==> src/rtl/dff_chk_pkg.sv <==
`default_nettype none
// ============================================================================
// Module   : dff_chk_pkg
// Purpose  : Shared types and constants for the DFF response checker.
//            Provides the checker state encoding, the maximum supported
//            pipeline latency, the fill counter width and a {valid, data}
//            sample record at the default data width.
// Ports    : none (package)
// Revision : 1.0 - initial release
// ============================================================================
package dff_chk_pkg;

    localparam int MAX_LATENCY   = 8;
    localparam int FILL_CNT_W    = 4;
    localparam int DEFAULT_WIDTH = 8;

    typedef enum logic [1:0] {
        IDLE  = 2'd0,
        FILL  = 2'd1,
        CHECK = 2'd2,
        HALT  = 2'd3
    } chk_state_e;

    typedef struct packed {
        logic                     valid;
        logic [DEFAULT_WIDTH-1:0] data;
    } chk_sample_t;

endpackage
`default_nettype wire

==> src/rtl/dff_chk_delay.sv <==
`default_nettype none
// ============================================================================
// Module   : dff_chk_delay
// Purpose  : LATENCY-deep shift register of {valid, data} samples used to
//            line up stimulus with the DUT response.
// Ports    : clk, rst_n      - clock, asynchronous active-low reset
//            shift           - advance the line by one stage this edge
//            flush           - clear every valid bit (wins over shift)
//            in_valid/in_data- sample entering stage 0
//            out_valid/out_data - contents of the last stage
// Revision : 1.0 - initial release
// ============================================================================
module dff_chk_delay
    import dff_chk_pkg::*;
#(
    parameter int WIDTH   = 8,
    parameter int LATENCY = 1
) (
    input  logic             clk,
    input  logic             rst_n,
    input  logic             shift,
    input  logic             flush,
    input  logic             in_valid,
    input  logic [WIDTH-1:0] in_data,
    output logic             out_valid,
    output logic [WIDTH-1:0] out_data
);

    logic [LATENCY-1:0]            r_valid;
    logic [LATENCY-1:0][WIDTH-1:0] r_data;
    logic [LATENCY-1:0]            w_valid_feed;
    logic [LATENCY-1:0][WIDTH-1:0] w_data_feed;

    // Stage i is fed from stage i-1; stage 0 from the input.
    assign w_valid_feed[0] = in_valid;
    assign w_data_feed[0]  = in_data;

    genvar gi;
    for (gi = 1; gi < LATENCY; gi++) begin : g_chain
        assign w_valid_feed[gi] = r_valid[gi-1];
        assign w_data_feed[gi]  = r_data[gi-1];
    end

    // A flush only drops the valid bits; stale data is harmless once invalid.
    always_ff @(posedge clk or negedge rst_n) begin
        if (!rst_n) begin
            r_valid <= '0;
            r_data  <= '0;
        end else if (flush) begin
            r_valid <= '0;
        end else if (shift) begin
            r_valid <= w_valid_feed;
            r_data  <= w_data_feed;
        end
    end

    assign out_valid = r_valid[LATENCY-1];
    assign out_data  = r_data[LATENCY-1];

endmodule
`default_nettype wire

==> config.mk <==
export PLATFORM = sky130hd
export DESIGN_NAME = dff_chk_delay
export DESIGN_NICKNAME = d
export VERILOG_FILES = /design/src/rtl/dff_chk_pkg.sv /design/src/rtl/dff_chk_delay.sv
export SDC_FILE = /design/constraint.sdc
export NUM_CORES = 1
export LEC_CHECK = 0
export CORE_AREA = 5 5 42 44
export DETAILED_ROUTE_END_ITERATION = 7
export DIE_AREA = 0 0 47 49
export PLACE_DENSITY = 0.68
export SLEW_MARGIN = 20
export SYNTH_ARGS = -nofsm -noshare
export SYNTH_HDL_FRONTEND = slang
export SYNTH_SLANG_ARGS = --single-unit
==> constraint.sdc <==
create_clock -name clk -period 0.81 [get_ports clk]
set_clock_uncertainty 0.1 [all_clocks]
set_input_delay 0.162 -clock clk [delete_from_list [all_inputs] [get_ports clk]]
set_output_delay 0.162 -clock clk [all_outputs]
set_load 0.005 [all_outputs]
* Yosys cells after proc, flatten, opt, wreduce, memory -nomap -nowiden
Index checks and enable logic that the tools add are counted.
** Storage, ports and cells
- Bits in registers :: 9
- Bits in latches :: 0
- RAM bits :: 0
- Memory bits (read-only) :: 0
- Input bits :: 13
- Output and inout port bits :: 9
- Logic and storage cells :: 7
- Memories :: 0
** Cells by class
- $add $sub $neg :: 0
- Multiply operators :: 0
- Div/mod/pow operators :: 0
- Magnitude comparators :: 0
- Equality and inequality tests :: 0
- Shift-type cells :: 0
- Mux-type cells :: 2
- Bitwise logic cells :: 1
- Reductions and logical operators :: 2
** Operator list (count)
- 1-bit 2-to-1 mux :: 2
- 2-bit AND reduction :: 1
- 2-bit nonzero test :: 1
- 1-bit NOT :: 1

* Logic depth before layout (Yosys ltp)
Gate-level depths: netlist of the first run.
- Depth after elaboration :: 2
- Depth in mapped cells :: 3
- Depth with buffers taken out :: 2

* Worst setup path after synthesis of the first run
Ideal clock, no wire load.
- Kind :: input port to flip-flop
- Start :: in shift
- End :: reg r_data, in the netlist out_data[0]
- Library setup time :: 125 ps
- Arrival time :: 711 ps
- Required time :: 585 ps
- Setup slack :: -126 ps
- Stages on the path :: 3
- Buffers on the path :: 1
- Cells stage by stage :: nor2b_4 buf_6 mux2_4
** On the way
- Word-level cells in the longest chain between the ends :: 1
** Ends and longest elaborated chain
- from (decl) :: RTL line dff_chk_delay.sv:21 : input logic shift,
- 2-bit AND reduction (no line)
- to (signal assigned) :: RTL line dff_chk_delay.sv:53 : r_data <= w_data_feed;
- to (decl) :: RTL line dff_chk_delay.sv:30 : logic [LATENCY-1:0][WIDTH-1:0] r_data;
Every way passes these cells.
A chain may end at the register's enable or synchronous reset.

* Worst setup path in the final report of the first run
- Start :: reg r_data, in the netlist out_data[4]
- End :: out out_data[4]
** RTL lines
- to (decl) :: RTL line dff_chk_delay.sv:26 : output logic [WIDTH-1:0] out_data
No word-level cell between the ends.

==> metrics, run 1 <==
status=complete, but fails checks; failing checks=setup timing; Hold/Removal Path Class=primary input to flip-flop; Crit path buffers/inverters=1; number of synthesized flops with an enable pin=0; drt wl/cell=12.9 um; register area share after synthesis=58.6%; CP Cell Sequence=buf_2; Yosys Warn Count=0; design area=664 sq um; Required @ worst endpoint=~0.55 ns; first-pass GRT wire length=~1.3 mm; minimum clock period=approximately 1.0 ns; 1st-pass router iterations=1; Tot GR Track Use=around 8.7%; # DRC=0; Synth Instances=21; CTS buffer count=3; Power, Total=~1.2 mW; FF-to-FF End=out_data[0]$_DFFE_PN0P_; Placed Cells=63; pwr/cell area=1830 nW/um^2; Post-synth ARST share=between 90% and 100%; routability cong.=0.633; die height=49 um; Yosys top cell by area=dfrtp_1; via count=289; Placed Instance Area=between 600 and 700 sq um; hpwl dp=roughly 700 um; Crit-path slowest cell=dfrtp_1; average cell area after synthesis=approximately 18 sq um; leakage power=between 0.3 and 0.4 nW; RSZ-0062 raised after global routing=yes; GR Overflow Total=0; worst r2r src=out_data[0]$_DFFE_PN0P_; initial antenna violation count=0; share of layout cells above drive strength 1=just over 60%; Antenna Violating Nets Remaining=0; utilization after layout=between 40% and 50%; vias per cell=4.19; H-Tree Depth=1; Root Driver=clkbuf_4; top_reg_cell synth=dfrtp_1; Hold Path End=out_valid$_DFFE_PN0P_; Max IR drop VDD=approximately 780 uV; pre-CTS WS=-0.676 ns; flops & latches, synth=9; Initial Util=between 20% and 30%; routed wire length=between 800 and 900 um; Nets=67; Final WS setup=-0.229 ns; largest cells by area after synthesis=dfrtp_1, mux2_4, nor2b_4, buf_6, mux2i_1; CTS tree=built; Distinct cells, synth=6; core area=between 1000 and 1500 sq um; Worst-path clk slew=~0.06 ns; DIE WIDTH=47 um; critical path class=flip-flop to output pin; arrival time at the worst endpoint=slightly below 0.8 ns; type of origin of the critical path=flip-flop; slowest stage delay, CP=approximately 0.38 ns; clock latency on the worst-skew pair=0.26 ns; port bufs=21; Commonest cells post-synth=dfrtp_1, mux2_4; drt first-iter violations=0; Non-Filler Instances=~70; largest net degree at the start of global routing=10; CP endpoint kind=output pin; Die ar.=about 2300 sq um; Final Hold Vio Count=0; Bufs on Longest Clock Path=2; CTS sink cnt=9; endpoints failing setup=18; vias in the first global route=316; Cell Area, Synth=around 380 sq um; Rel. slew slack=roughly 90%; Max Cap Viol=0; Final period util=128%; hold path depth=2; R2R Setup Slk=-0.18 ns; Top Ports=22; worst hold margin=0.00244 ns; Max Clk Rate=a little under 1000 MHz; Hold Crit Start=flush; Fin Setup TNS=-2.87 ns; Slew @ Worst Pin=about 0.12 ns; ant diodes=0; final-report max-slew violation count=0; R2R cell count=2; count leader, synth=dfrtp_1; Crit Path Max Fanout=2; Area growth syn-to-layout=73.0%; top cell type's share of synthesized area=58.6%; Site Rows=14; Mapped Nets=34; crit-path leading delay family=flip-flops
-- placed cells by master (no fill, tap or decap) --
cell type	instances
buf_12	2
buf_2	11
buf_4	5
buf_6	1
clkbuf_4	3
clkdlybuf4s50_1	10
clkinv_2	1
dfrtp_1	9
mux2_4	8
mux2i_1	1
nor2_1	1
nor2b_4	1
-- worst max-delay path by stage --
stage / startpoint / to / slack (ns) / depth (start not counted)
floorplan: shift / out_data[0]$_DFFE_PN0P_ / -0.13 / 3
global placement: shift / out_data[7]$_DFFE_PN0P_ / -0.65 / 4
detailed placement: shift / out_data[2]$_DFFE_PN0P_ / -0.68 / 4
CTS: out_data[2]$_DFFE_PN0P_ / out_data[2] / -0.25 / 1
global route: out_data[2]$_DFFE_PN0P_ / out_data[2] / -0.27 / 1
finish: out_data[4]$_DFFE_PN0P_ / out_data[4] / -0.23 / 1
-- cell type report --
class	instances	area, sq um
tap	16	20.0
clock inverter	1	5.00
clock buffer	3	22.5
fill	151	737
timing repair buffer	29	244
multi-input combinational	11	148
sequential	9	225
-- routing by layer --
| layer | global-route usage [%] | up-vias | wire (um) |
|---|---|---|---|
| met4 | 6.91 | 0 | 29 |
| met2 | 10.2 | 25 | 294 |
| met1 | 10.6 | 124 | 379 |
| li1 | - | 137 | - |
| met5 | 0 | - | 0 |
| met3 | 5.54 | 3 | 188 |
-- registers in the layout, summed over array words and instances (netlist names) --
register	count
out_valid	1
out_data	8
-- power breakdown --
| group | switching (mW) | internal (mW) | leakage, nW |
|---|---|---|---|
| Combinational | 0.0906 | 0.238 | 0.207 |
| Sequential | 0.0334 | 0.512 | 0.107 |
| Clock | 0.158 | 0.182 | 0.0177 |
| Total | 0.282 | 0.932 | 0.332 |
-- logic make-up (layout without fill, tap and decap cells) --
logic type             count (synthesis)  after routing  synth area share, %
buffers and inverters                  1             33                 2.93
and+or+nand+nor                        2              2                 4.56
muxes                                  9              9                 33.9
DFF                                    9              9                 58.6
-- worst reg2reg max path, cell delays in order, from the launching register on --
cell and delay, ns:
dfrtp_1 0.38, buf_4 0.13, mux2_4 0.26
-- repair_timing --
| action | CTS | global route |
|---|---|---|
| buffers inserted | 1 | 2 |
| resized for setup | 45 | 0 |
| endpoints found under the setup margin | 18 | 17 |
| endpoints found under the hold margin | 1 | 0 |
(Power assumes the default switching activity.)
==> run 2: changes to the inputs <==
--- a/config.mk
+++ b/config.mk
@@ -9,6 +9,7 @@
 export DETAILED_ROUTE_END_ITERATION = 7
 export DIE_AREA = 0 0 47 49
 export PLACE_DENSITY = 0.68
+export RECOVER_POWER = 100
 export SLEW_MARGIN = 20
 export SYNTH_ARGS = -nofsm -noshare
 export SYNTH_HDL_FRONTEND = slang
==> metrics, run 2 (synthesis results as in run 1) <==
RSZ-0062 raised after global routing=yes; Final WS setup=-0.229 ns (unchanged); routability cong.=0.633 (unchanged); clock latency on the worst-skew pair=0.26 ns (about the same); GR Overflow Total=0 (unchanged); Pint=0.926 mW (-0.63%); first-pass GRT wire length=1.35 mm (unchanged); vias in the first global route=316 (unchanged); Layout fillers=151 (unchanged); Max Clk Rate=962 MHz (unchanged); Rel. slew slack=71.5% (-20 points); vias per cell=4.19 (unchanged); Die ar.=2300 sq um (unchanged); Non-Filler Instances=69 (unchanged); commonest non-fill, non-tap cell in the layout=buf_2; switching pwr=0.280 mW (-0.61%); ant diodes=0 (unchanged); Bufs on Longest Clock Path=2 (unchanged); Worst-path clk slew=0.06 ns (about the same); Crit-path slowest cell=dfrtp_1; Slew @ Worst Pin=0.428 ns (+0.303 ns); Power, Total=1.21 mW (-0.63%); endpoints failing setup=18 (unchanged); leakage power=0.336 nW (+1.1%); Sw Ratio=23.2% (about the same); 1st-pass router iterations=1 (unchanged); Initial Util=27.4% (unchanged); Gate power share=26.6% (-0.5 points); arrival time at the worst endpoint=0.78 ns (about the same); Final Hold Vio Count=0 (unchanged); max FFs per register=8 (unchanged); Top Ports=22 (unchanged); # DRC=0 (unchanged); Tot GR Track Use=8.66% (unchanged); pre-CTS WS=-0.676 ns (unchanged); drt wl/cell=12.9 um (-0.22%); CP Cell Sequence=buf_2; port bufs=21 (unchanged); clock network power share=28.2% (+0.2 points); Required @ worst endpoint=0.55 ns (about the same); core area=1400 sq um (unchanged); share of layout cells above drive strength 1=58.5% (-1.9 points); slowest stage delay, CP=0.38 ns (about the same); Root Driver=clkbuf_4; Final period util=128% (unchanged); Antenna Violating Nets Remaining=0 (unchanged); hpwl dp=695 um (unchanged); Max IR drop VDD=781 uV (-0.11%); Hold Crit Start=flush; type of origin of the critical path=flip-flop; Seq pwr share=45.2% (+0.3 points); drt first-iter violations=0 (unchanged); minimum clock period=1.04 ns (unchanged); die height=49 um (unchanged); Area growth syn-to-layout=71.0%; Site Rows=14 (unchanged); Placed Cells=63 (unchanged); Crit Path Max Fanout=2 (unchanged); via count=289 (unchanged); Fin Setup TNS=-2.87 ns (+0.00106 ns); CTS sink cnt=9 (unchanged); H-Tree Depth=1 (unchanged); CP endpoint kind=output pin; most frequent cells in the layout=buf_2, clkdlybuf4s50_1, dfrtp_1; largest net degree at the start of global routing=10 (unchanged); crit-path leading delay family=flip-flops; Max Cap Viol=0 (unchanged); pwr/cell area=1840 nW/um^2 (+0.51%); status=complete, but fails checks; worst hold margin=0.00244 ns (unchanged); Worst Setup SP=out_data[4]$_DFFE_PN0P_; critical path class=flip-flop to output pin; Hold/Removal Path Class=primary input to flip-flop; failing checks=setup timing; Nets=67 (unchanged); CTS buffer count=3 (unchanged); final-report max-slew violation count=0 (unchanged); routed wire length=889 um (-0.22%); initial antenna violation count=0 (unchanged); Crit path buffers/inverters=1 (unchanged); CTS tree=built; worst r2r src=out_data[0]$_DFFE_PN0P_; DIE WIDTH=47 um (unchanged)
==> run 2: worst paths after layout <==
kind,slack [ns],endpoint,cells after the start
min in group asynchronous,0.17,out_data[4]$_DFFE_PN0P_,2
worst max register to register,-0.18,out_data[0]$_DFFE_PN0P_,2
worst min-delay path,0.002,out_valid$_DFFE_PN0P_,2
worst max-delay path,-0.23,out_data[4],1
max in group asynchronous,0.13,out_valid$_DFFE_PN0P_,2
worst min register to register,0.41,out_data[1]$_DFFE_PN0P_,1
==> run 2: routing by layer <==
metal	wire, um	global-route usage [%]	vias up
met5	0	0	-
met4	29	6.91	0
met3	188	5.54	3
met2	294	10.2	25
met1	377	10.6	124
li1	-	-	137
==> run 2: through the flow <==
step	area [sq um]	util (%)
after detailed placement	673	48.0
final	657	46.9
after global routing	657	46.9
after CTS	649	46.3
after global placement	673	48.0
after floorplan	384	-
==> run 2: what timing repair did <==
item / 4_1_cts / 5_1_grt
pin swaps: 0 / 0
buffers inserted: 1 / 2
endpoints found under the setup margin: 18 / 17
endpoints found under the hold margin: 1 / 0
gates resized for setup: 45 / 0
==> run 2: power by group through the flow <==
stage          Clock (mW)  Combinational (mW)  Sequential [mW]
3_5_place_dp            0               0.381            0.552
5_1_grt             0.376               0.346            0.554
6_report            0.340               0.321            0.545
2_1_floorplan           0               0.114            0.557
4_1_cts             0.360               0.320            0.548
3_3_place_gp            0               0.375            0.557
==> run 2: layout make-up <==
type                            instances  area [sq um]  area share [%]
Clock inverter                          1          5.00           0.762
Clock buffer                            3          22.5            3.43
Tap cell                               16          20.0            3.05
Multi-Input combinational cell         11           148            22.5
Timing Repair Buffer                   29           236            36.0
Sequential cell                         9           225            34.3
